`src/rtl/restoring_divider_nbit_pkg.sv`:
```
// Shared definitions for the restoring divider.
//   state_t : controller state encoding (ST_IDLE, ST_CALC)
//   clog2   : counter width helper, never returns less than 1
package div_pkg;

  typedef enum logic {
    ST_IDLE = 1'b0,
    ST_CALC = 1'b1
  } state_t;

  function automatic int clog2(input int n);
    int w;
    w = 1;
    while ((1 << w) < n) begin
      w++;
    end
    return w;
  endfunction

endpackage

```
`src/rtl/restoring_divider_nbit_if.sv`:
```
// Start/done handshake bundle for the restoring divider.
//   start, A, B       : request and operands (controller -> divider)
//   Q, R              : quotient and remainder, hold last result
//   busy              : division in progress
//   done, div_by_zero : one-cycle result pulses
// master is the controller side, slave is the divider side.
interface restoring_divider_nbit_if #(
  parameter int N = 4
);
  logic         start;
  logic [N-1:0] A;
  logic [N-1:0] B;
  logic [N-1:0] Q;
  logic [N-1:0] R;
  logic         busy;
  logic         done;
  logic         div_by_zero;

  modport master (output start, A, B, input Q, R, busy, done, div_by_zero);
  modport slave  (input start, A, B, output Q, R, busy, done, div_by_zero);
endinterface

```
`src/rtl/restoring_divider_nbit_step.sv`:
```
// One combinational restoring-division iteration plus its full-adder cell.
// fa               : 1-bit full adder (i_a, i_b, i_cin -> o_s, o_cout)
// restoring_div_step:
//   i_pr : partial remainder (always < divisor, so N bits suffice)
//   i_wq : working quotient shift register, MSB is the next dividend bit
//   i_b  : divisor
//   o_pr : partial remainder after this iteration
//   o_wq : working quotient shifted left with the new quotient bit
module fa (
  input  logic i_a,
  input  logic i_b,
  input  logic i_cin,
  output logic o_s,
  output logic o_cout
);
  assign o_s    = i_a ^ i_b ^ i_cin;
  assign o_cout = (i_a & i_b) | (i_cin & (i_a ^ i_b));
endmodule

module restoring_div_step #(
  parameter int N = 4
) (
  input  logic [N-1:0] i_pr,
  input  logic [N-1:0] i_wq,
  input  logic [N-1:0] i_b,
  output logic [N-1:0] o_pr,
  output logic [N-1:0] o_wq
);
  logic [N:0]   w_t;
  logic [N:0]   w_bn;
  logic [N:0]   w_d;
  logic [N+1:0] w_c;
  logic         w_ge;

  assign w_t    = {i_pr, i_wq[N-1]};
  // Two's-complement subtract: invert the zero-extended divisor, carry in 1.
  assign w_bn   = ~{1'b0, i_b};
  assign w_c[0] = 1'b1;

  for (genvar k = 0; k <= N; k++) begin : g_sub
    fa u_fa (
      .i_a   (w_t[k]),
      .i_b   (w_bn[k]),
      .i_cin (w_c[k]),
      .o_s   (w_d[k]),
      .o_cout(w_c[k+1])
    );
  end

  // Since t < 2*B, a non-negative difference (sign bit clear) and the absence
  // of a borrow (carry out set) always agree; both mean t >= B.
  assign w_ge = ~w_d[N] & w_c[N+1];

  // Restoring choice. t < B whenever the subtraction is rejected, so t[N] is
  // zero there and only the low N bits need to be kept.
  assign o_pr = w_ge ? w_d[N-1:0] : w_t[N-1:0];
  assign o_wq = {i_wq[N-2:0], w_ge};
endmodule

```
`src/rtl/restoring_divider_nbit.sv`:
```
// Sequential unsigned N-bit restoring divider, one quotient bit per clock.
//   clk   : rising-edge clock
//   rst_n : synchronous active-low reset; abandons any division in flight
//   bus   : slave side of restoring_divider_nbit_if (start/A/B in,
//           Q/R/busy/done/div_by_zero out, all outputs registered)
// A nonzero divisor produces done N cycles after the accepted start; a zero
// divisor answers on the next cycle with Q = all ones, R = A.
module restoring_divider_nbit
  import div_pkg::*;
#(
  parameter int N = 4
) (
  input logic                    clk,
  input logic                    rst_n,
  restoring_divider_nbit_if.slave bus
);
  localparam int CW = clog2(N);

  state_t        r_state, w_state_nxt;
  logic [CW-1:0] r_cnt,   w_cnt_nxt;
  logic [N-1:0]  r_wq,    w_wq_nxt;
  logic [N-1:0]  r_pr,    w_pr_nxt;
  logic [N-1:0]  r_b,     w_b_nxt;
  logic [N-1:0]  r_q,     w_q_nxt;
  logic [N-1:0]  r_r,     w_r_nxt;
  logic          r_busy,  w_busy_nxt;
  logic          r_done,  w_done_nxt;
  logic          r_dbz,   w_dbz_nxt;

  logic [N-1:0]  w_step_pr;
  logic [N-1:0]  w_step_wq;

  restoring_div_step #(.N(N)) u_step (
    .i_pr(r_pr),
    .i_wq(r_wq),
    .i_b (r_b),
    .o_pr(w_step_pr),
    .o_wq(w_step_wq)
  );

  always_ff @(posedge clk) begin
    if (!rst_n) begin
      r_state <= ST_IDLE;
      r_cnt   <= '0;
      r_wq    <= '0;
      r_pr    <= '0;
      r_b     <= '0;
      r_q     <= '0;
      r_r     <= '0;
      r_busy  <= 1'b0;
      r_done  <= 1'b0;
      r_dbz   <= 1'b0;
    end else begin
      r_state <= w_state_nxt;
      r_cnt   <= w_cnt_nxt;
      r_wq    <= w_wq_nxt;
      r_pr    <= w_pr_nxt;
      r_b     <= w_b_nxt;
      r_q     <= w_q_nxt;
      r_r     <= w_r_nxt;
      r_busy  <= w_busy_nxt;
      r_done  <= w_done_nxt;
      r_dbz   <= w_dbz_nxt;
    end
  end

  always_comb begin
    w_state_nxt = r_state;
    w_cnt_nxt   = r_cnt;
    w_wq_nxt    = r_wq;
    w_pr_nxt    = r_pr;
    w_b_nxt     = r_b;
    w_q_nxt     = r_q;
    w_r_nxt     = r_r;
    w_busy_nxt  = r_busy;
    w_done_nxt  = 1'b0;
    w_dbz_nxt   = 1'b0;
    case (r_state)
      ST_IDLE: begin
        if (bus.start) begin
          if (bus.B != '0) begin
            w_wq_nxt    = bus.A;
            w_b_nxt     = bus.B;
            w_pr_nxt    = '0;
            w_cnt_nxt   = CW'(N - 1);
            w_busy_nxt  = 1'b1;
            w_state_nxt = ST_CALC;
          end else begin
            // Same answer the iteration would reach with B=0, without the wait.
            w_q_nxt    = '1;
            w_r_nxt    = bus.A;
            w_done_nxt = 1'b1;
            w_dbz_nxt  = 1'b1;
          end
        end
      end
      ST_CALC: begin
        w_wq_nxt  = w_step_wq;
        w_pr_nxt  = w_step_pr;
        w_cnt_nxt = r_cnt - CW'(1);
        if (r_cnt == '0) begin
          w_q_nxt     = w_step_wq;
          w_r_nxt     = w_step_pr;
          w_done_nxt  = 1'b1;
          w_busy_nxt  = 1'b0;
          w_state_nxt = ST_IDLE;
        end
      end
      default: w_state_nxt = ST_IDLE;
    endcase
  end

  assign bus.Q           = r_q;
  assign bus.R           = r_r;
  assign bus.busy        = r_busy;
  assign bus.done        = r_done;
  assign bus.div_by_zero = r_dbz;
endmodule

```
`src/flat_wrapper.sv`:
```
// flat-port wrapper written by rule: the top's interface ports become plain ports
module restoring_divider_nbit_flat import div_pkg::*;
#(
  parameter int N = 4
)
  (clk, rst_n, bus_start, bus_A, bus_B, bus_Q, bus_R, bus_busy, bus_done, bus_div_by_zero);
  restoring_divider_nbit_if #(.N(N)) bus_i ();
  input logic clk;
  input logic rst_n;
  input wire logic [$bits(bus_i.start)-1:0] bus_start;
  input wire logic [$bits(bus_i.A)-1:0] bus_A;
  input wire logic [$bits(bus_i.B)-1:0] bus_B;
  output wire logic [$bits(bus_i.Q)-1:0] bus_Q;
  output wire logic [$bits(bus_i.R)-1:0] bus_R;
  output wire logic [$bits(bus_i.busy)-1:0] bus_busy;
  output wire logic [$bits(bus_i.done)-1:0] bus_done;
  output wire logic [$bits(bus_i.div_by_zero)-1:0] bus_div_by_zero;
  assign bus_i.start = bus_start;
  assign bus_i.A = bus_A;
  assign bus_i.B = bus_B;
  assign bus_Q = bus_i.Q;
  assign bus_R = bus_i.R;
  assign bus_busy = bus_i.busy;
  assign bus_done = bus_i.done;
  assign bus_div_by_zero = bus_i.div_by_zero;
  restoring_divider_nbit #(.N(N)) u_core (.clk(clk), .rst_n(rst_n), .bus(bus_i));
endmodule
```
`config.mk`:
```
export PLATFORM = sky130hd
export DESIGN_NAME = restoring_divider_nbit_flat
export DESIGN_NICKNAME = d
export VERILOG_FILES = /design/src/rtl/restoring_divider_nbit_pkg.sv /design/src/rtl/restoring_divider_nbit_if.sv /design/src/rtl/restoring_divider_nbit_step.sv /design/src/rtl/restoring_divider_nbit.sv /design/src/flat_wrapper.sv
export SDC_FILE = /design/constraint.sdc
export NUM_CORES = 1
export LEC_CHECK = 0
export CORE_ASPECT_RATIO = 1.5
export CORE_MARGIN = 5
export CORE_UTILIZATION = 30
export CTS_CLUSTER_DIAMETER = 150
export DETAILED_ROUTE_END_ITERATION = 7
export PLACE_DENSITY = 0.49
export SKIP_LAST_GASP = 1
export SYNTH_ARGS = -nofsm -noshare
export SYNTH_HDL_FRONTEND = slang
export SYNTH_SLANG_ARGS = --single-unit
```
`constraint.sdc`:
```
create_clock -name clk -period 7.1 [get_ports clk]
set_input_delay 1.065 -clock clk [delete_from_list [all_inputs] [get_ports clk]]
set_output_delay 1.065 -clock clk [all_outputs]
set_load 0.005 [all_outputs]
```
==> metrics.cfg, run 1 <==
[outcome]
status = finished clean

[placement]
place.gp.congestion = 0.826
dp_hpwl_um = 2110
numPortBuffers = 21

[worst_setup_path]
path_class = flip-flop to flip-flop
worst_ep_arrival_time_ps = 2980
slowest_delay_ps = 540
end_kind = flip-flop
reg2reg_from = u_core.r_wq[3]
cp_cell_sequence = inv_1, ha_1, inv_1, fa_1, inv_1, fa_1, inv_1, fa_1, xnor2_1, mux2i_1, o221a_2
slowest_stage = xnor2_1
critPathMaxFanout = 6
worstPathRequired_ps = 7320
crit_start = u_core.r_wq[3]
crit_path_start_kind = flip-flop
reg2reg_depth = 11
cp_common_cell = inv_1

[logic_synthesis]
syn_area_per_cell_um2 = 9.25
synth_cell_types = 28
synth-compound-area-share = 0.260
syn_nets = 146
synth_flop_cell = dfxtp_1
yosysWarnings = 0
postSynth.asyncResetShare = 0
synth.area.mux_share = 0.0333
synth_top_family_by_area = compound AO/OA/AOI/OAI gates
postSynthCellCount = 130
netlist_area_mm2 = 0.00120
ys_ff_latch = 26
seq_area_frac_synth = 0.433
synth_edf_count = 0
synth-xor-area-share = 0.00728
yosys.area_share.adder = 0.0708
yosys.area_share.simple = 0.124

[global_routing]
grt_max_degree = 22
grt_pass1_vias = 989
antenna_found_initial = 0
grt_overflow = 0
grt_pass1_wl_um = 4750
track_usage = 0.117

[sta]
rsz0062_at_grt = false
finalHoldViolCount = 0
fin_crit_sh = 0.389
setup-violations-final = 0
slew_headroom = 0.559
tightest_slew_ps = 657
fin_skew_ps = 1.14
slew_violations = 0
finalSetupTns_ps = 0
min_period_ps = 2760
fmax_ghz = 0.362

[worst_hold_path]
holdCritStartpoint = u_core.r_pr[1]
hp-class = flip-flop to flip-flop
holdPathStages = 2

[pwr]
leakage_nw = 0.544
p_total_w = 0.000320
power_density_mw_per_mm2 = 218
ir_drop_uv = 114

[route]
vias = 976
routed_wl_um = 2730
met3_length_um = 73
wire_per_inst_um = 14.3
met1_length_um = 1260
first_iter_violations = 51
viasPerCell = 5.11
drc = 0
drtAntennaViolNets = 0
highest_layer = met4
met2_length_um = 1350
drtPass1Iterations = 4

[floorplan]
die_y_um = 87.5
die_w_um = 61.7
die_area_mm2 = 0.00540
row_count = 28
core_area_mm2 = 0.00392
start_util = 0.306
io_pins = 22

[clock_network]
cts.reportedPaths.clkPinSlew_ps = 90
cts_hold_buf = 0
post-cts-setup-buffers = 0
cts_tree = yes
cts_buffers = 3
cts_sinks = 26
htree_levels = 1
cts-root-buf = clkbuf_8
cts_buffer_depth = 2
post_cts_resized = 0
clock_latency_ps = 270

[final_layout]
final_cell_mix = dfxtp_1, clkdlybuf4s50_1, nand2_1
drive_gt1_frac = 0.0753
seqCellArea_um2 = 520
area_delta_synth_final_pct = 22.5
nFillCells = 427
layout_commonest_cell = dfxtp_1
multi_input_area_um2 = 596
fin_nets = 164
antenna_cells = 0

[run]
cap_viol_max_count = 0

## critical path: cells and delay by family, from the launching register on
kind                     cells  cell delay (ps)
multiplexers                 1              360
flip-flops                   1              350
AO/OA/AOI/OAI                1              230
buffers and inverters        4              220
XOR/XNOR                     1              540
adder cells (fa/ha/maj)      4             1000
## cell type report
| type | count | share of cell area |
|---|---|---|
| inverters | 13 | 0.0331 |
| flip-flops and latches | 26 | 0.353 |
| well taps | 45 | 0.0382 |
| multi-input cells | 83 | 0.404 |
| repair buffers | 21 | 0.143 |
| clock buffers | 3 | 0.0280 |
## sequential cells by signal, summed over array words and instances, names as in the netlist
| signal | cells |
|---|---|
| u_core.r_cnt | 2 |
| u_core.r_b | 4 |
| u_core.r_pr | 4 |
| u_core.bus.done | 1 |
| u_core.bus.Q | 4 |
| u_core.bus.div_by_zero | 1 |
| u_core.bus.R | 4 |
| u_core.r_wq | 4 |
| u_core.bus.busy | 1 |
| u_core.r_state | 1 |
## report_power, final
group          total (W)  switching [W]  leakage, nW  internal [W]
registers       0.000168     0.00000982        0.214      0.000158
clock network  0.0000843      0.0000463       0.0216     0.0000380
logic          0.0000678      0.0000322        0.309     0.0000355
total           0.000320      0.0000884        0.544      0.000232
## stage by stage
step	setup slack (ps)	instances	util	hold WS [ps]	instance area [um^2]
after CTS	4280	191	0.375	497	1470
after detailed placement	4240	188	0.365	483	1430
after global placement	4280	188	0.365	467	1430
after global routing	4100	191	0.375	521	1470
final	4340	191	0.375	493	1470
after floorplan	4610	130	-	443	1200
## synth_stat cells (3+ instances only)
| library cell | n | area [um^2] |
|---|---|---|
| o31a_1 | 4 | 35.0 |
| o221a_2 | 6 | 67.6 |
| nor2_1 | 6 | 22.5 |
| buf_1 | 3 | 11.3 |
| fa_1 | 3 | 60.1 |
| nand2b_1 | 3 | 18.8 |
| a221oi_1 | 5 | 43.8 |
| nand2_1 | 19 | 71.3 |
| a21oi_1 | 9 | 45.0 |
| dfxtp_1 | 26 | 521 |
| mux2i_1 | 4 | 40.0 |
| o21ai_0 | 4 | 20.0 |
| o2bb2ai_1 | 4 | 35.0 |
| inv_1 | 13 | 48.8 |
| clkbuf_1 | 4 | 15.0 |
## cells by family after synthesis
family	after synthesis
and+or+nand+nor	33
buffers and inverters	21
xor gates and xnor gates	1
adders and majority gates	5
DFF	26
muxes	4
AOI/OAI and AO/OA	40
## layer usage
metal / vias to the layer above / global-route usage
met5: - / 0
met4: 0 / 0.0463
met3: 5 / 0.0192
met2: 16 / 0.194
met1: 461 / 0.147
li1: 494 / -
## final timing paths
kind / slack, ps / end
max: 4340 / u_core.bus.R[1]
min: 490 / u_core.r_pr[1]
max reg2reg: 4340 / u_core.bus.R[1]
min reg2reg: 490 / u_core.r_pr[1]
Note: power is estimated with default switching activity, not from simulation.
==> run 2, diff against run 1 <==
--- a/config.mk
+++ b/config.mk
@@ -10,7 +10,7 @@
 export CORE_UTILIZATION = 30
 export CTS_CLUSTER_DIAMETER = 150
 export DETAILED_ROUTE_END_ITERATION = 7
-export PLACE_DENSITY = 0.49
+export PLACE_DENSITY = 0.5
 export SKIP_LAST_GASP = 1
 export SYNTH_ARGS = -nofsm -noshare
 export SYNTH_HDL_FRONTEND = slang
==> constraint.sdc (replaced) <==
create_clock -name clk -period 2.38 [get_ports clk]
set_input_delay 0.357 -clock clk [delete_from_list [all_inputs] [get_ports clk]]
set_output_delay 0.357 -clock clk [all_outputs]
set_load 0.005 [all_outputs]
==> run 2 against run 1 <==
  * Core utilization grew 3.6 points
  * First-iteration DRC count down 63%
  * Sequential share of layout area fell by 2.9 points
  * Via count up 5.5%
  * Highest routed layer unchanged
  * Flip-flop and latch count stayed put
  * Critical endpoint unchanged
  * Die area did not move
  * The run now ends with negative setup slack left
==> metrics.cfg, run 2 (same netlist as run 1, synthesis figures left out) <==
[pwr]
power_density_mw_per_mm2 = 636
ir_drop_uv = 354
leakage_nw = 0.580

[final_layout]
layout_commonest_cell = dfxtp_1
drive_gt1_frac = 0.224
final_cells = 197
finish.utilization = 0.411
fin_nets = 170
area_delta_synth_final_pct = 34.2
antenna_cells = 0
final_cell_mix = dfxtp_1, clkdlybuf4s50_1, nand2_1

[worst_setup_path]
worst_ep_arrival_time_ps = 2650
slowest_delay_ps = 360
crit_buf_inv = 5
cp_common_cell = inv_2
path_class = flip-flop to flip-flop
worstPathRequired_ps = 2600
end_kind = flip-flop
crit_family = adder cells
crit_path_start_kind = flip-flop
slowest_stage = fa_2
cp_cell_sequence = inv_2, ha_4, inv_2, fa_2, inv_2, fa_2, inv_2, fa_2, xnor2_2, buf_6, mux2i_4, o221a_2
critPathMaxFanout = 5

[sta]
rsz0062_at_grt = true
setup-violations-final = 5
fin_crit_sh = 1.02
fmax_ghz = 0.411
slew_violations = 0
setup_ws_ps = -55.1
whs_ps = 476
slew_headroom = 0.544
finalHoldViolCount = 0
fin_skew_ps = 2.17
tightest_slew_ps = 683
min_period_ps = 2440

[clock_network]
cts_hold_buf = 0
cts_sinks = 26
cts_buffers = 3
htree_levels = 1
cts_buffer_depth = 2
cts_tree = yes
cts.reportedPaths.clkPinSlew_ps = 90
cts-root-buf = clkbuf_8
clock_latency_ps = 270

[outcome]
violations = negative setup slack
status = finished, violations left

[route]
vias = 1030
viasPerCell = 5.23
first_iter_violations = 19
drtPass1Iterations = 4
routed_wl_um = 2930
drtAntennaViolNets = 0
wire_per_inst_um = 14.9
drc = 0

[global_routing]
track_usage = 0.115
grt_pass1_vias = 1011
antenna_found_initial = 0
grt_max_degree = 22
grt_pass1_wl_um = 4690
grt_overflow = 0

[floorplan]
die_area_mm2 = 0.00540
die_y_um = 87.5
core_area_mm2 = 0.00392
die_w_um = 61.7
start_util = 0.306
row_count = 28
io_pins = 22

[worst_hold_path]
hp-class = flip-flop to flip-flop

[placement]
dp.cells = 194
place.gp.congestion = 0.719
dp_hpwl_um = 2170
numPortBuffers = 21

[run]
cap_viol_max_count = 0

==> run 2: cell count changes in the layout (fill, tap and decap cells not counted), sizes merged <==
cell / before / now
buf: 0 / 6
==> run 2: worst paths after layout <==
path | start | to | slack, ps | depth (start not counted)
hold / removal | u_core.bus.busy | u_core.bus.busy | 480 | 2
hold reg to reg | u_core.bus.busy | u_core.bus.busy | 480 | 2
setup reg to reg | u_core.r_wq[3] | u_core.bus.R[1] | -60 | 12
setup / recovery | u_core.r_wq[3] | u_core.bus.R[1] | -60 | 12
==> run 2: final cells by class <==
type	count	area, um^2
fillers	415	2310
multi-input cells	83	686
flip-flops and latches	26	523
repair buffers	27	259
well taps	45	56.3
inverters	13	48.8
clock buffers	3	41.3
==> run 2: routing by layer <==
layer / part of all wire / routed length (um) / up-vias / GRT usage
met5: 0 / 0 / - / 0
met4: 0.017 / 51 / 0 / 0.0521
met3: 0.049 / 145 / 5 / 0.0236
met2: 0.49 / 1440 / 26 / 0.185
met1: 0.44 / 1300 / 497 / 0.146
li1: - / - / 502 / -
==> run 2: worst register-to-register path, cell delays in order (launching register included) <==
cell and delay, ps:
dfxtp_2 340, inv_2 70, ha_4 120, inv_2 40, fa_2 350, inv_2 70
fa_2 190, inv_2 40, fa_2 360, xnor2_2 170, buf_6 180, mux2i_4 250
o221a_2 210
==> run 2: power breakdown <==
| part | internal, W | switching, W | leakage [nW] |
|---|---|---|---|
| Sequential | 0.000473 | 0.0000313 | 0.214 |
| Clock | 0.000113 | 0.000135 | 0.0216 |
| Combinational | 0.000149 | 0.000124 | 0.344 |
| Total | 0.000736 | 0.000290 | 0.580 |
==> run 2: stage by stage <==
step	setup slack [ps]	total power, W	area (um^2)	setup TNS [ps]
3_5_place_dp	-77.3	0.000742	1480	-172
5_1_grt	-139	0.00109	1610	-984
2_1_floorplan	49.2	0.000639	1210	0
3_3_place_gp	-14.9	0.000740	1480	-14.9
4_1_cts	8.93	0.00101	1550	0
6_report	-55.1	0.00103	1610	-187
==> run 2: what timing repair did <==
action	in CTS	in global routing
pin swaps	0	9
endpoints found under the setup margin	8	10
setup buffers	0	0
gates resized for setup	6	16
hold endpoints to repair	0	0
==> run 3, diff against run 2 <==
--- a/config.mk
+++ b/config.mk
@@ -5,7 +5,6 @@
 export SDC_FILE = /design/constraint.sdc
 export NUM_CORES = 1
 export LEC_CHECK = 0
-export CORE_ASPECT_RATIO = 1.5
 export CORE_MARGIN = 5
 export CORE_UTILIZATION = 30
 export CTS_CLUSTER_DIAMETER = 150
==> run 3 against run 2 <==
  * The run still ends with negative setup slack left
  * Worst hold slack is essentially flat
  * Highest routed layer unchanged
  * Non-clock buffer count down 1
  * Critical path depth down 1
  * Largest power group unchanged
  * Power up 1.0%
  * Combinational power down 9.1%
  * Sequential power hardly changed
  * Core utilization decreased by 0.89 points
  * Flip-flop and latch count did not move
  * Cell area shrank 1.7%
  * Sequential share of layout area rose by 0.48 points
==> metrics.cfg, run 3 (same netlist as run 1, synthesis figures left out) <==
[outcome]
status = finished, violations left
violations = negative setup slack

[clock_network]
cts_tree = yes
cts_sinks = 26
cts-root-buf = clkbuf_8
cts_buffers = 3
htree_levels = 1
clock_latency_ps = 270
cts.reportedPaths.clkPinSlew_ps = 90
cts_buffer_depth = 2
cts_hold_buf = 0

[floorplan]
die_y_um = 73.3
start_util = 0.305
row_count = 23
die_area_mm2 = 0.00537
io_pins = 22
core_area_mm2 = 0.00394
die_w_um = 73.3

[placement]
place.gp.congestion = 0.782
dp_hpwl_um = 2050
numPortBuffers = 21
dp.cells = 199

[sta]
whs_ps = 476
rsz0062_at_grt = true
setup_ws_ps = -43.5
fin_skew_ps = 2.49
fmax_ghz = 0.413
finalHoldViolCount = 0
min_period_ps = 2420
tightest_slew_ps = 666
slew_headroom = 0.555
setup-violations-final = 4
slew_violations = 0
fin_crit_sh = 1.02

[final_layout]
drive_gt1_frac = 0.164
layout_commonest_cell = dfxtp_1
fin_nets = 169
final_cell_mix = dfxtp_1, clkdlybuf4s50_1, nand2_1
final_cells = 202
antenna_cells = 0
area_delta_synth_final_pct = 31.9

[route]
viasPerCell = 4.89
routed_wl_um = 2750
vias = 987
drtAntennaViolNets = 0
drtPass1Iterations = 4
first_iter_violations = 45
wire_per_inst_um = 13.6
drc = 0

[pwr]
power.switching_w = 0.000280
p_comb_frac = 0.240
leakage_nw = 0.583
seqPwrFrac = 0.485
power_density_mw_per_mm2 = 653
ir_drop_uv = 347
power_frac_clock = 0.275
netSwitchingFraction = 0.270
intPower_w = 0.000757

[worst_setup_path]
slowest_stage = fa_2
path_class = flip-flop to flip-flop
cp_cell_sequence = inv_1, ha_1, inv_1, fa_2, inv_2, fa_1, inv_1, fa_2, xnor2_4, mux2i_4, o221a_2
worst_ep_arrival_time_ps = 2640
crit_buf_inv = 4
crit_path_start_kind = flip-flop
cp_common_cell = inv_1
end_kind = flip-flop
worstPathRequired_ps = 2600
critPathMaxFanout = 5
slowest_delay_ps = 380
crit_family = adder cells

[worst_hold_path]
hp-class = flip-flop to flip-flop

[run]
cap_viol_max_count = 0

[global_routing]
grt_overflow = 0
grt_pass1_vias = 946
grt_max_degree = 22
grt_pass1_wl_um = 4460
antenna_found_initial = 0
track_usage = 0.106

## run 3: area by class of cell
| type | instances | area [um^2] |
|---|---|---|
| fillers | 374 | 2360 |
| flip-flops and latches | 26 | 522 |
| multi-input cells | 83 | 651 |
| inverters | 13 | 48.8 |
| clock buffers | 4 | 55.1 |
| repair buffers | 26 | 248 |
| well taps | 50 | 62.6 |
## run 3: worst min-delay path, stage by stage, from the launching register on
cell and delay, ps:
dfxtp_1 330, nand2_1 60, o2bb2ai_1 50
## run 3: what timing repair did
item	in CTS	in global routing
setup buffers	0	0
resized for setup	9	1
setup endpoints to repair	10	8
pin swaps	2	1
## run 3: final timing paths
check                                     from         endpoint  slack, ps  cells past startpoint
worst max-delay path            u_core.r_wq[3]  u_core.bus.R[2]        -40                     11
worst min-delay path            u_core.r_pr[1]   u_core.r_pr[1]        480                      2
worst max register to register  u_core.r_wq[3]  u_core.bus.R[2]        -40                     11
worst min register to register  u_core.r_pr[1]   u_core.r_pr[1]        480                      2
## run 3: power by group through the flow
stage,Combinational (W),Sequential (W),Clock (W)
detailed placement,0.000231,0.000511,0
finish,0.000249,0.000502,0.000285
global route,0.000273,0.000507,0.000310
CTS,0.000250,0.000502,0.000296
floorplan,0.000138,0.000502,0
global placement,0.000231,0.000510,0
## run 3: through the flow
| step | total power [W] | cell area (um^2) | utilization | TNS (ps) | setup slack, ps |
|---|---|---|---|---|---|
| global placement | 0.000741 | 1490 | 0.378 | -30.5 | -24.4 |
| CTS | 0.00105 | 1580 | 0.401 | -197 | -59.3 |
| floorplan | 0.000639 | 1210 | - | 0 | 49.2 |
| global route | 0.00109 | 1590 | 0.402 | -581 | -121 |
| finish | 0.00104 | 1590 | 0.402 | -117 | -43.5 |
| detailed placement | 0.000742 | 1490 | 0.378 | -423 | -133 |
## run 3: routing by layer
layer	wire [um]	vias to the layer above	global-route usage
met3	157	2	0.0342
li1	-	501	-
met2	1280	24	0.178
met1	1300	460	0.136
met4	19	0	0.0181
met5	0	-	0
